--- src/rtl/rgmii_pkg.sv ---
// Shared definitions for the RGMII receive path: Ethernet framing constants,
// CRC-32 parameters and step function, FSM state and per-frame status payload.
// No ports (package).
package rgmii_pkg;

   localparam int unsigned DATA_W = 8;
   localparam int unsigned LEN_W  = 16;
   localparam int unsigned CNT_W  = 32;
   localparam int unsigned CRC_W  = 32;
   localparam int unsigned PCNT_W = 3;

   localparam logic [CRC_W-1:0]  CRC32_POLY_REFL = 32'hEDB88320;
   localparam logic [CRC_W-1:0]  CRC32_INIT      = 32'hFFFFFFFF;
   localparam logic [CRC_W-1:0]  CRC32_RESIDUE   = 32'hDEBB20E3;
   localparam logic [DATA_W-1:0] ETH_PREAMBLE    = 8'h55;
   localparam logic [DATA_W-1:0] ETH_SFD         = 8'hD5;

   typedef enum logic [1:0] {
      ST_IDLE = 2'd0,
      ST_PRE  = 2'd1,
      ST_DATA = 2'd2,
      ST_DROP = 2'd3
   } rx_state_e;

   typedef struct packed {
      logic             good;
      logic             crc_err;
      logic             len_err;
      logic             phy_err;
      logic             pre_err;
      logic             abort;
      logic [LEN_W-1:0] len;
   } rx_status_t;

   // One byte of reflected CRC-32, LSB first.
   function automatic logic [CRC_W-1:0] crc32_step(input logic [CRC_W-1:0]  crc,
                                                   input logic [DATA_W-1:0] data);
      logic [CRC_W-1:0] c;
      c = crc ^ CRC_W'(data);
      for (int i = 0; i < int'(DATA_W); i++) begin
         c = c[0] ? ((c >> 1) ^ CRC32_POLY_REFL) : (c >> 1);
      end
      return c;
   endfunction

   // Status record; good is derived so it can never disagree with the flags.
   function automatic rx_status_t make_status(input logic             crc_err,
                                              input logic             len_err,
                                              input logic             phy_err,
                                              input logic             pre_err,
                                              input logic             abort,
                                              input logic [LEN_W-1:0] len);
      rx_status_t s;
      s.crc_err = crc_err;
      s.len_err = len_err;
      s.phy_err = phy_err;
      s.pre_err = pre_err;
      s.abort   = abort;
      s.len     = len;
      s.good    = ~(crc_err | len_err | phy_err | pre_err | abort);
      return s;
   endfunction

endpackage

--- src/rtl/crc32_d8.sv ---
// Byte-wide CRC-32 accumulator: combinational 8-bit step plus the running register.
// Ports: clk/rst (sync, active-high), init_i loads CRC32_INIT, en_i folds data_i
// into the register, crc_next_c is the register value with data_i already folded in.
module crc32_d8
   import rgmii_pkg::*;
(
   input  logic              clk,
   input  logic              rst,
   input  logic              init_i,
   input  logic              en_i,
   input  logic [DATA_W-1:0] data_i,
   output logic [CRC_W-1:0]  crc_next_c
);

   logic [CRC_W-1:0] crc_q;
   logic [CRC_W-1:0] crc_d;

   assign crc_d      = crc32_step(crc_q, data_i);
   assign crc_next_c = crc_d;

   always_ff @(posedge clk) begin
      if (rst) begin
         crc_q <= CRC32_INIT;
      end else if (init_i) begin
         crc_q <= CRC32_INIT;
      end else if (en_i) begin
         crc_q <= crc_d;
      end
   end

endmodule

--- config.mk ---
export PLATFORM = sky130hd
export DESIGN_NAME = crc32_d8
export DESIGN_NICKNAME = d
export VERILOG_FILES = /design/src/rtl/rgmii_pkg.sv /design/src/rtl/crc32_d8.sv
export SDC_FILE = /design/constraint.sdc
export NUM_CORES = 1
export LEC_CHECK = 0
export ABC_AREA = 1
export BUFFER_PORTS_ARGS = -buffer_cell sky130_fd_sc_hd__buf_2
export CAP_MARGIN = 25
export CORE_UTILIZATION = 55
export CTS_CLUSTER_SIZE = 12
export DETAILED_ROUTE_END_ITERATION = 8
export PLACE_DENSITY = 0.79
export SLEW_MARGIN = 20
export SYNTH_ARGS = -nofsm -noshare
export SYNTH_HDL_FRONTEND = slang
export SYNTH_SLANG_ARGS = --single-unit
export TNS_END_PERCENT = 30
--- constraint.sdc ---
create_clock -name clk -period 3.9 [get_ports clk]
set_input_delay 0.195 -clock clk [delete_from_list [all_inputs] [get_ports clk]]
set_output_delay 0.195 -clock clk [all_outputs]
set_load 0.01 [all_outputs]
==> reports/metrics.csv <==
metric,value,unit
GRT overflow,0,
Main synth FF type,dfxtp_1,
CTS tree,built,
Final Max Tran Viols,0,
"Setup violations, final",0,
# fillers,383,
worst vdd ir,271,µV
placed wire-length estimate,4.27,mm
max reg flops,32,
layout cells sized above 1,23.2,%
synthesis-to-layout area growth,13.5,%
Max-slew headroom,53.2,%
most common cell type on the critical path,nand2_1,
sequential power share,33.5,%
Hold Buf Count CTS,0,
Pint,0.640,mW
syn_nets,388,
Post-synth ARST share,0,%
largest registers,crc_q x32,
pwr/cell area,398,mW/mm²
"FF+latch count, synth",32,
htree depth,2,
Max Root-Sink Buffers,2,
Critical Path RT,3700,ps
Mapped Area,0.00238,mm²
power share of the combinational group,44.1,%
Commonest cells post-synth,"nand2_1 (150), dfxtp_1 (32), inv_1 (29), xor2_1 (29), a21oi_1 (28)",
Residual DRC,0,
number of placement rows,23,
cells after synthesis,376,
vias,2417,
Layout Cells excl Fill,468,
IO buf count,43,
Antenna diodes,0,
total CTS buffers,5,
R2R cell count,11,
worst reg2reg setup slack,2320,ps
area of the multi-input gates,0.00155,mm²
CP Data Arrival Time,1860,ps
pre-CTS setup slack,2170,ps
"area leader, netlist",dfxtp_1,
Netlist cell types,24,
sequential share of the synthesized area,26.9,%
Leak Pwr,1.46,nW
Die X,67.8,µm
Biggest register,crc_q,
final net count,430,
WP buf/inv,3,
unrepaired setup endpoints after global routing,false,
worst-margin pin slew,701,ps
DRT iter0 DRCs,149,
crit path capture type,output pin,
Clk pwr share,22.4,%
Yosys warning count,0,
Die Footprint,0.00460,mm²
outcome,completed,
crit-path leading delay family,simple AND/OR/NAND/NOR gates,
Layout Skew,3.49,ps
Crit path largest cell delay,370,ps
# IOs,44,
Die H,67.8,µm
Sum Neg Setup Slack,0,ps
vias in the first global route,2133,
first-pass GRT wire length,9.30,mm
Max Cap Viol,0,
Final Hold Fails,0,
Hold Crit Class,in2reg,
post-layout min period,2060,ps
Worst Hold Depth,3,
Initial Utilization,58.3,%
worst-skew pair later-pin latency,290,ps
gp weighted congestion,0.878,
HP Start,rst,
reg2reg end,crc_q[20],
setup ws final,1840,ps
"CTS clk-pin slew, worst paths",60,ps
most frequent cell after synthesis,nand2_1,
initial antenna violation count,0,
PostCTS Resize Cnt,0,
Post-CTS Setup Bufs,0,
largest net degree at the start of global routing,38,
Startpoint Class,flip-flop,
Via-to-Cell Ratio,5.16,
core area,0.00409,mm²
wire length per cell,12.4,µm
fmax,0.486,GHz
cell count after placement,461,
net switching power figure,0.437,mW
slowest CP cell,dfxtp_1,
CTS Sinks,32,
FF-to-FF Start,crc_q[1],
Syn Area/Cell,6.34,µm²
clock root buffer,clkbuf_8,
Switching Fraction,40.6,%
total iterations of the first detailed-routing run,4,
Routed Antenna Nets,0,
Crit Path Category,reg2out,
Post-synth EDFFs,0,
crit-path cells,inv_2 > nand2_1 > nand2_1 > nand2_1 > nand2_2 > nand2_1 > nand3_2 > nand2_1 > nand2_1 > nand2_1 > inv_1 > buf_2,
FF/Latch Area,641,µm²
GRT Util Overall,27.6,%
Post-Route WL,5.80,mm
Worst Hold Endpoint,crc_q[3],
Synth area leaders,"dfxtp_1 (27%), nand2_1 (24%), xor2_1 (11%)",
CP max FO,9,
period utilisation layout,52.7,%
Yosys top cell area share,26.9,%
power groups by stage:
stage / registers (mW) / clock network (mW) / logic (mW)
after global routing: 0.362 / 0.262 / 0.532
final: 0.361 / 0.242 / 0.475
after CTS: 0.360 / 0.249 / 0.474
after global placement: 0.367 / 0 / 0.466
after detailed placement: 0.368 / 0 / 0.471
after floorplan: 0.364 / 0 / 0.334
layout by cell type, fill, tap and decap left out:
master | netlist | routed
nand3b_1 | 1 | 1
buf_2 | 3 | 43
nand3_2 | 1 | 1
and2_1 | 6 | 6
or2_1 | 3 | 3
inv_2 | 9 | 9
xnor2_2 | 1 | 1
dfxtp_1 | 32 | 32
clkbuf_8 | 0 | 5
nand2_1 | 150 | 150
o211ai_1 | 4 | 4
xnor2_1 | 2 | 2
a21oi_1 | 28 | 28
clkinv_2 | 0 | 1
clkbuf_1 | 3 | 1
o21ai_1 | 1 | 1
nand2_2 | 24 | 24
inv_4 | 2 | 2
xor2_1 | 29 | 29
inv_1 | 29 | 29
nor2_1 | 4 | 4
nand3_1 | 25 | 25
xor2_2 | 2 | 2
nand2_4 | 9 | 9
o21ai_0 | 6 | 6
routing by layer:
metal  GRT usage [%]  up-vias  routed length, µm
met5               0        -                  0
met4            14.1        0                148
met3            5.50       14                295
met2            46.8       66               2740
met1            32.9     1096               2610
li1                -     1241                  -
cell families after synthesis:
kind of cell | after synthesis | synth area share, %
DFF | 32 | 26.9
AOI/OAI and AO/OA | 39 | 8.61
buffers and inverters | 48 | 7.93
xor gates and xnor gates | 34 | 13.4
and+or+nand+nor | 223 | 43.1
worst max path at each step:
stage | startpoint | end | cells after the start
2_1_floorplan | crc_q[3] | crc_next_c[25] | 8
3_3_place_gp | crc_q[1] | crc_next_c[23] | 12
3_5_place_dp | crc_q[1] | crc_next_c[20] | 12
4_1_cts | crc_q[1] | crc_next_c[20] | 12
5_1_grt | crc_q[1] | crc_next_c[23] | 12
6_report | crc_q[1] | crc_next_c[20] | 12
area by class of cell:
type | count | share of cell area, %
clock inverters | 1 | 0.185
inverters | 40 | 5.74
multi-input cells | 296 | 57.4
well taps | 50 | 2.31
flip-flops and latches | 32 | 23.7
clock buffers | 6 | 2.68
repair buffers | 43 | 7.96
worst min-delay path: stages:
cell	delay, ps
buf_2	80
nor2_1	90
o211ai_1	110
stage by stage:
stage	total power [mW]	hold slack, ps	util [%]	area (µm²)
floorplan	0.699	374	-	2380
global placement	0.834	471	64.3	2630
detailed placement	0.839	475	64.3	2630
CTS	1.08	213	66.2	2710
global route	1.16	239	66.2	2710
finish	1.08	220	66.2	2710
No activity file was read; power rests on OpenSTA's default activity.
